### src/rtl/ras_pkg.sv
// ras_pkg: shared constants and types for the return-address-stack controller.
// Stack depth and checkpoint slot count are fixed here, so that the checkpoint
// record type and the controller always agree on pointer and counter widths.
package ras_pkg;

    localparam int RAS_DATAWIDTH  = 40;
    localparam int RAS_DEPTH_LOG2 = 3;
    localparam int RAS_CKPT_LOG2  = 2;
    localparam int RAS_NUM_CKPT   = 2 ** RAS_CKPT_LOG2;

    // The count is one bit wider than tos so that "full" can be represented.
    localparam logic [RAS_DEPTH_LOG2:0] RAS_COUNT_FULL = {1'b1, {RAS_DEPTH_LOG2{1'b0}}};

    typedef struct packed {
        logic [RAS_DEPTH_LOG2-1:0] tos;
        logic [RAS_DEPTH_LOG2:0]   count;
    } ras_ckpt_t;

    typedef enum logic {
        RAS_IDLE,
        RAS_RECOVER
    } ras_state_e;

endpackage

### src/rtl/ras_stack_mem.sv
// ras_stack_mem: PC storage array for the return-address stack.
// Ports:
//   clk      - clock
//   we_i     - write enable (synchronous write)
//   waddr_i  - write index
//   wdata_i  - PC to store
//   raddr_i  - read index (asynchronous read)
//   rdata_o  - PC stored at raddr_i
// The array is not reset; entries are undefined until written.
module ras_stack_mem #(
    parameter int DATAWIDTH  = 40,
    parameter int DEPTH_LOG2 = 3
) (
    input  logic                  clk,
    input  logic                  we_i,
    input  logic [DEPTH_LOG2-1:0] waddr_i,
    input  logic [DATAWIDTH-1:0]  wdata_i,
    input  logic [DEPTH_LOG2-1:0] raddr_i,
    output logic [DATAWIDTH-1:0]  rdata_o
);

    logic [DATAWIDTH-1:0] mem_q [2**DEPTH_LOG2];

    always_ff @(posedge clk) begin
        if (we_i) begin
            mem_q[waddr_i] <= wdata_i;
        end
    end

    assign rdata_o = mem_q[raddr_i];

endmodule

### src/rtl/ras_ctrl.sv
// ras_ctrl: speculative return-address-stack controller.
// Turns call/return hints into push/pop operations on ras_stack_mem, supplies
// the predicted return PC, and checkpoints {tos, count} per branch tag so a
// misprediction flush can roll the stack pointer back.
// Ports:
//   clk, rstn                     - clock, async active-low reset
//   i_call, i_call_pc             - push request and return address
//   i_ret                         - pop request
//   o_pred_pc, o_pred_valid       - predicted return PC (combinational) / valid
//   i_ckpt_en, i_ckpt_tag         - snapshot post-update {tos, count} into slot
//   i_flush, i_flush_tag          - restore from slot, enter RECOVER
//   i_ckpt_free, i_free_tag       - invalidate slot
//   o_busy, o_full, o_empty       - status
//
// state       | meaning
// ------------+-------------------------------------------------------------
// RAS_IDLE    | normal operation; call/ret/ckpt accepted unless flushing
// RAS_RECOVER | one cycle after a flush; call/ret/ckpt ignored, o_busy=1
module ras_ctrl
    import ras_pkg::*;
#(
    parameter int DATAWIDTH = RAS_DATAWIDTH
) (
    input  logic                     clk,
    input  logic                     rstn,
    input  logic                     i_call,
    input  logic [DATAWIDTH-1:0]     i_call_pc,
    input  logic                     i_ret,
    output logic [DATAWIDTH-1:0]     o_pred_pc,
    output logic                     o_pred_valid,
    input  logic                     i_ckpt_en,
    input  logic [RAS_CKPT_LOG2-1:0] i_ckpt_tag,
    input  logic                     i_flush,
    input  logic [RAS_CKPT_LOG2-1:0] i_flush_tag,
    input  logic                     i_ckpt_free,
    input  logic [RAS_CKPT_LOG2-1:0] i_free_tag,
    output logic                     o_busy,
    output logic                     o_full,
    output logic                     o_empty
);

    localparam int DEPTH_LOG2 = RAS_DEPTH_LOG2;

    ras_state_e              state_q, state_d;
    logic [DEPTH_LOG2-1:0]   tos_q, tos_d;
    logic [DEPTH_LOG2:0]     count_q, count_d;
    logic [RAS_NUM_CKPT-1:0] valid_q, valid_d;
    ras_ckpt_t               slot_q [RAS_NUM_CKPT];

    logic                  accept;
    logic                  push;
    logic                  pop;
    logic                  nonempty;
    logic [DEPTH_LOG2-1:0] tos_m1;
    logic                  mem_we;
    logic [DEPTH_LOG2-1:0] mem_waddr;
    logic                  ckpt_we;
    ras_ckpt_t             ckpt_d;
    ras_ckpt_t             restore;

    ras_stack_mem #(
        .DATAWIDTH  (DATAWIDTH),
        .DEPTH_LOG2 (DEPTH_LOG2)
    ) u_mem (
        .clk     (clk),
        .we_i    (mem_we),
        .waddr_i (mem_waddr),
        .wdata_i (i_call_pc),
        .raddr_i (tos_m1),
        .rdata_o (o_pred_pc)
    );

    always_comb begin
        tos_m1       = tos_q - 1'b1;
        accept       = (state_q == RAS_IDLE) && !i_flush;
        push         = accept && i_call;
        pop          = accept && i_ret;
        nonempty     = (count_q != '0);
        tos_d        = tos_q;
        count_d      = count_q;
        mem_we       = 1'b0;
        mem_waddr    = tos_q;
        o_pred_valid = 1'b0;
        state_d      = RAS_IDLE;
        valid_d      = valid_q;
        ckpt_we      = 1'b0;
        restore      = valid_q[i_flush_tag] ? slot_q[i_flush_tag] : '0;

        if (push && pop && nonempty) begin
            // Call-through-return: replace the top entry in place.
            mem_we       = 1'b1;
            mem_waddr    = tos_m1;
            o_pred_valid = 1'b1;
        end else if (push) begin
            // Wrapping overwrites the oldest entry; count saturates.
            mem_we  = 1'b1;
            tos_d   = tos_q + 1'b1;
            count_d = (count_q == RAS_COUNT_FULL) ? count_q : count_q + 1'b1;
        end else if (pop && nonempty) begin
            o_pred_valid = 1'b1;
            tos_d        = tos_m1;
            count_d      = count_q - 1'b1;
        end

        // Snapshot taken from the post-update pointer and count.
        ckpt_d = '{tos: tos_d, count: count_d};

        if (i_flush) begin
            tos_d                = restore.tos;
            count_d              = restore.count;
            state_d              = RAS_RECOVER;
            valid_d              = '0;
            valid_d[i_flush_tag] = valid_q[i_flush_tag];
        end else begin
            if (i_ckpt_free) begin
                valid_d[i_free_tag] = 1'b0;
            end
            if (accept && i_ckpt_en) begin
                valid_d[i_ckpt_tag] = 1'b1;
                ckpt_we             = 1'b1;
            end
        end
    end

    always_ff @(posedge clk or negedge rstn) begin
        if (!rstn) begin
            state_q <= RAS_IDLE;
            tos_q   <= '0;
            count_q <= '0;
            valid_q <= '0;
            for (int i = 0; i < RAS_NUM_CKPT; i++) begin
                slot_q[i] <= '0;
            end
        end else begin
            state_q <= state_d;
            tos_q   <= tos_d;
            count_q <= count_d;
            valid_q <= valid_d;
            if (ckpt_we) begin
                slot_q[i_ckpt_tag] <= ckpt_d;
            end
        end
    end

    assign o_busy  = (state_q == RAS_RECOVER);
    assign o_full  = (count_q == RAS_COUNT_FULL);
    assign o_empty = (count_q == '0);

endmodule
### config.mk
export PLATFORM = sky130hd
export DESIGN_NAME = ras_ctrl
export DESIGN_NICKNAME = d
export VERILOG_FILES = /design/src/rtl/ras_pkg.sv /design/src/rtl/ras_stack_mem.sv /design/src/rtl/ras_ctrl.sv
export SDC_FILE = /design/constraint.sdc
export NUM_CORES = 1
export LEC_CHECK = 0
export ABC_CLOCK_PERIOD_IN_PS = 13500
export CORE_MARGIN = 3
export CORE_UTILIZATION = 35
export CTS_CLUSTER_DIAMETER = 40
export CTS_CLUSTER_SIZE = 40
export DETAILED_ROUTE_END_ITERATION = 7
export PLACE_DENSITY_LB_ADDON = 0.2
export SETUP_SLACK_MARGIN = 0.15
export SYNTH_ARGS = -nofsm -noshare
export SYNTH_HDL_FRONTEND = slang
export SYNTH_HIERARCHICAL = 1
export SYNTH_SLANG_ARGS = --single-unit
export TNS_END_PERCENT = 50
### constraint.sdc
create_clock -name clk -period 13.5 [get_ports clk]
set_input_delay 4.05 -clock clk [delete_from_list [all_inputs] [get_ports clk]]
set_output_delay 4.05 -clock clk [all_outputs]
set_load 0.02 [all_outputs]
Yosys cells after proc, flatten, opt, wreduce, memory -nomap -nowiden

Memory sizes are Yosys's and may differ from the RTL's.
Index checks and enable logic that the tools add are counted.

Add/subtract/negate cells: 4
Order comparisons: 9
Equal/unequal tests: 1
Multiplexer cells: 39
Bitwise operators: 7
Reductions and logical operators: 14

Operators with widths:

| cell                                                                                 | number |
|---|---|
| 4-bit 2-to-1 mux                                                                     | 9 |
| 28-bit bitwise mux                                                                   | 1 |
| 7-bit 2-to-1 mux                                                                     | 4 |
| 3-bit 2-to-1 mux                                                                     | 5 |
| 7-bit binary-select mux with 2-bit select                                            | 1 |
| 7-bit demux with 2-bit select                                                        | 1 |
| 1-bit 2-to-1 mux                                                                     | 14 |
| 1-bit logical AND                                                                    | 11 |
| 2-bit by 3-bit less-than comparator with 1-bit output (second input constant)        | 3 |
| 4-bit bitwise AND                                                                    | 2 |
| 1-bit demux with 2-bit select                                                        | 3 |
| 2-bit by 1-bit greater-or-equal comparator with 1-bit output (second input constant) | 3 |
| 3-bit greater-or-equal comparator (second input constant)                            | 2 |
| 2-bit inverter with 3-bit output                                                     | 2 |
| 4-bit by 1-bit adder with 4-bit output (second input constant)                       | 1 |
| 4-bit equality test (second input constant)                                          | 1 |
| 4-bit logical NOT                                                                    | 1 |
| 4-bit inverter                                                                       | 1 |
| 4-bit OR                                                                             | 1 |
| 4-bit nonzero test                                                                   | 1 |
| 4-bit by 1-bit subtractor with 4-bit output (second input constant)                  | 1 |
| 3-bit by 1-bit adder with 3-bit output (second input constant)                       | 1 |
| 3-bit by 1-bit less-than comparator with 1-bit output (second input constant)        | 1 |
| 3-bit by 1-bit subtractor with 3-bit output (second input constant)                  | 1 |
| 3 further kinds                                                                      | 3 |

Register bits after elaboration: 40
RAM bits: 320
Input port bits: 53
Output and inout bits: 44
Word-level logic and storage cells: 87
Memories: 1

Memory list:

| memory      | words | bits a word | rd ports | clocked after Yosys merged registers in | write ports | RTL line            | RTL |
|---|---|---|---|---|---|---|---|
| u_mem.mem_q | 8     | 40          | 1        | 0                                       | 1           | ras_stack_mem.sv:22 | `logic [DATAWIDTH-1:0] mem_q [2**DEPTH_LOG2];` |

Longest topological paths before layout

Depth after elaboration: 11
Gate-level depth with buffers: 10

Hierarchy

Netlist, hierarchy kept.

By module, submodules not included:

| module        | times used | cells each | area each (µm²) | sequential area each (µm²) |
|---|---|---|---|---|
| ras_stack_mem | 1          | 475        | 12370.6         | 9609.2 |
| ras_ctrl      | 1          | 216        | 2193.4          | 1001.0 |

Worst setup path after synthesis

No wires, ideal clock.

Kind: input -> output
Start: input i_flush
End: output o_pred_valid
Data arrival time: 4987 ps
Data required time: 9450 ps
Slack: 4463 ps
Stages on the path: 3
Path buffers: 1
Path through: or2_2 -> buf_2 -> nor3_1

Longest elaborated chain between the ends: 7
Elaborated cells between the ends (all ways): 10

RTL lines:

| item                | RTL line       | RTL |
|---|---|---|
| start: declaration  | ras_ctrl.sv:33 | `input logic i_flush,` |
| 1-bit logical NOT * | ras_ctrl.sv:75 | `accept = (state_q == RAS_IDLE) && !i_flush;` |
| 1-bit logical AND * | ras_ctrl.sv:75 |  |
| 1-bit logical AND   | ras_ctrl.sv:77 | `pop = accept && i_ret;` |
| 1-bit logical AND   | ras_ctrl.sv:99 | `end else if (pop && nonempty) begin` |
| 1-bit 2-to-1 mux    | ras_ctrl.sv:99 |  |
| 1-bit 2-to-1 mux    | ras_ctrl.sv:94 | `end else if (push) begin` |
| 1-bit 2-to-1 mux *  | ras_ctrl.sv:89 | `if (push && pop && nonempty) begin` |
| end: declaration    | ras_ctrl.sv:30 | `output logic o_pred_valid,` |

Every way passes the cells marked *; elsewhere a longest branch is shown, timed or not.

Worst setup path after layout

Same ends and word-level chain as after synthesis.

==> results.sh <==
export IMPL_outcome="completed"
export IMPL_global_route_usage_met3_pct=3.081
export IMPL_synth_area_top_cells="edfxtp_1, mux4_1, dfrtp_1"
export IMPL_fin_setup_tns_ps=0
export IMPL_ys_types=45
export IMPL_p_leak_nw=6.182
export IMPL_synth_common_cells="edfxtp_1, mux4_1, mux2_2, dfrtp_1, nand2_1"
export IMPL_fin_util_pct=43.77
export IMPL_finalWirelength_um=29260
export IMPL_grt_util_all_layers_pct=13.49
export IMPL_postCtsSetupBuffers=0
export IMPL_first_global_vias=7368
export IMPL_multiInputGateArea_um2=3780
export IMPL_syn_area_per_cell_um2=21.08
export IMPL_max_slew_margin_rel_pct=39.44
export IMPL_drt_pass1_iter_count=6
export IMPL_synth_top_area_share_pct=65.98
export IMPL_drv_slew=0
export IMPL_synth_async_reset_ratio_pct=11.11
export IMPL_synthSimpleGateAreaFrac_pct=2.680
export IMPL_start_kind="primary input"
export IMPL_grt_use_met2_pct=22.31
export IMPL_synth_seq_area_share_pct=72.85
export IMPL_fp_coreArea_um2=40920
export IMPL_drt_iter0_markers=337
export IMPL_rows=74
export IMPL_crit_type="primary input to output port"
export IMPL_vias=6966
export IMPL_synthXorXnorAreaFrac_pct=0.5412
export IMPL_die_x_um=210.0
export IMPL_rsz0062_at_grt="no"
export IMPL_htree_levels=2
export IMPL_synth_flop_cell="edfxtp_1"
export IMPL_drv_cap=0
export IMPL_start_util_pct=35.59
export IMPL_path_clk_slew_ps=50
export IMPL_cts_root_buf="clkbuf_16"
export IMPL_layout_drive_gt1_share_pct=21.60
export IMPL_synth_adder_area_share_pct=0.3436
export IMPL_cts_tree="built"
export IMPL_antenna_found_initial=3
export IMPL_fp_dieArea_um2=44100
export IMPL_synth_seq_cells=360
export IMPL_grt_pass1_wl_um=44750
export IMPL_clockBufferDepth=3
export IMPL_worst_slew_pin_slew_ps=908.5
export IMPL_cp_required_ps=9450
export IMPL_fillers=3566
export IMPL_synth_most_common_cell="edfxtp_1"
export IMPL_hold_viol_final=0
export IMPL_yosysWarningCount=6
export IMPL_regArea_um2=10610
export IMPL_wl_per_cell_um=21.01
export IMPL_power_density_nw_per_um2=161.9
export IMPL_setup_violations=0
export IMPL_pin_count=97
export IMPL_synth_cell_area_um2=14560
export IMPL_insertion_delay_ps=560
export IMPL_postCtsHoldBufs=0
export IMPL_grt_max_degree=43
export IMPL_cts_resized=0
export IMPL_drtAntennaViolNets=0
export IMPL_via_per_inst=5.001
export IMPL_n_antenna_cell=0
export IMPL_port_buffers=96
export IMPL_synth_top_area_cell="edfxtp_1"
export IMPL_die_y_um=210.0
export IMPL_nets=878
export IMPL_muxShareOfSynthArea_pct=19.53
export IMPL_finalCriticalPeriod_ps=10080
export IMPL_numCtsBuffers=50
export IMPL_dp_hpwl_um=15800
export IMPL_irDropWorstVdd_mv=0.09027
export IMPL_drc=0
export IMPL_synth_edf_count=320
export IMPL_syn_to_final_growth_pct=22.98
export IMPL_fin_crit_sh_pct=74.63
export IMPL_synth_compound_area_share_pct=2.354
export IMPL_syn_inst=691
export IMPL_numClockSinks=360
export IMPL_synth_top_family_by_area="multiplexers"
export IMPL_end_kind="output port"
export IMPL_clock_skew_ps=15.22
export IMPL_busiest_layer="met2"
export IMPL_grt_overflow=0
export IMPL_hp_class="register to register"
export IMPL_ff2ff_setup_slack_ps=9740
export IMPL_cp_data_arrival_time_ps=6030
export IMPL_synth_nets=748
export IMPL_critPathMaxFanout=13
export IMPL_routabilityCongestion=0.7309
export IMPL_grtUsageMet1_pct=17.79
export IMPL_timing_fmax_ghz=0.09925
[state kept, by name (all words and copies together), names as in the netlist]
| register | count |
|---|---|
| u_mem/mem_q | 320 |
| slot_q | 28 |
| count_q | 4 |
| valid_q | 4 |
| o_busy | 1 |
| tos_q | 3 |
[where the power goes]
group	internal, W	total [W]	switching (W)
Sequential	0.00124	0.00125	0.0000116
Clock	0.000796	0.00132	0.000523
Combinational	0.000164	0.000330	0.000166
Total	0.00220	0.00290	0.000700
[metrics by stage]
stage	hold WS, ps	total power (W)	worst slack, ps	instance area [µm²]	cells
4_1_cts	481.5	0.002950	3400	17910	1393
5_1_grt	493.9	0.003018	3278	17910	1393
3_5_place_dp	469.2	0.001611	3418	16180	1301
2_1_floorplan	444.6	0.001475	4463	14560	691
6_report	478.5	0.002900	3424	17910	1393
3_3_place_gp	457.8	0.001610	3454	16180	1301
[worst max-delay path, stage by stage]
cell and delay [ps]:
clkdlybuf4s50_1 620, or2_2 490, nor3_1 220, clkdlybuf4s50_1 640
[logic make-up (layout without fill, tap and decap cells)]
| kind of cell | Yosys count | after routing |
|---|---|---|
| buf+inv | 45 | 215 |
| flops | 360 | 360 |
| simple gates | 78 | 78 |
| xor+xnor | 9 | 9 |
| fa+ha+maj | 4 | 4 |
| mux | 138 | 138 |
| compound gates | 57 | 57 |
[final timing paths]
path / start / endpoint / cells after the start
min reg2reg: slot_q[13] / slot_q[13] / 2
max in group asynchronous: rstn / tos_q[1] / 1
max: i_flush / o_pred_valid / 4
max reg2reg: count_q[0] / u_mem/mem_q[2][2] / 10
min: slot_q[13] / slot_q[13] / 2
min in group asynchronous: rstn / valid_q[3] / 1
[final cells by class]
| class | count | area share [%] |
|---|---|---|
| Clock buffer | 55 | 7.202 |
| Clock inverter | 37 | 2.459 |
| Inverter | 11 | 0.2724 |
| Multi-Input combinational cell | 286 | 21.10 |
| Sequential cell | 360 | 59.24 |
| Timing Repair Buffer | 112 | 6.008 |
| Tap cell | 532 | 3.716 |
[layer usage]
metal  vias up  wire length, µm
met5         -               23
met4         4              679
met3        52             1327
met2       143            14520
met1      3579            12710
li1       3188                -
[placed cells by master, fill, tap and decap left out, drive strengths merged, types with 3 or more instances in the layout]
master,netlist,layout
nor3,4,4
nand3,5,5
o21ai,26,26
clkinv,1,14
dfrtp,40,40
bufinv,0,4
o31ai,3,3
mux2,49,49
o211ai,3,3
inv,10,29
nand4,4,4
nand2,31,31
xnor2,8,8
nand2b,4,4
edfxtp,320,320
nor2,15,15
buf,13,17
a31oi,6,6
clkbuf,21,55
nor2b,3,3
or3b,3,3
and2,3,3
mux4,88,88
a21oi,14,14
clkdlybuf4s50,0,95
ha,4,4
(Power assumes the default switching activity.)
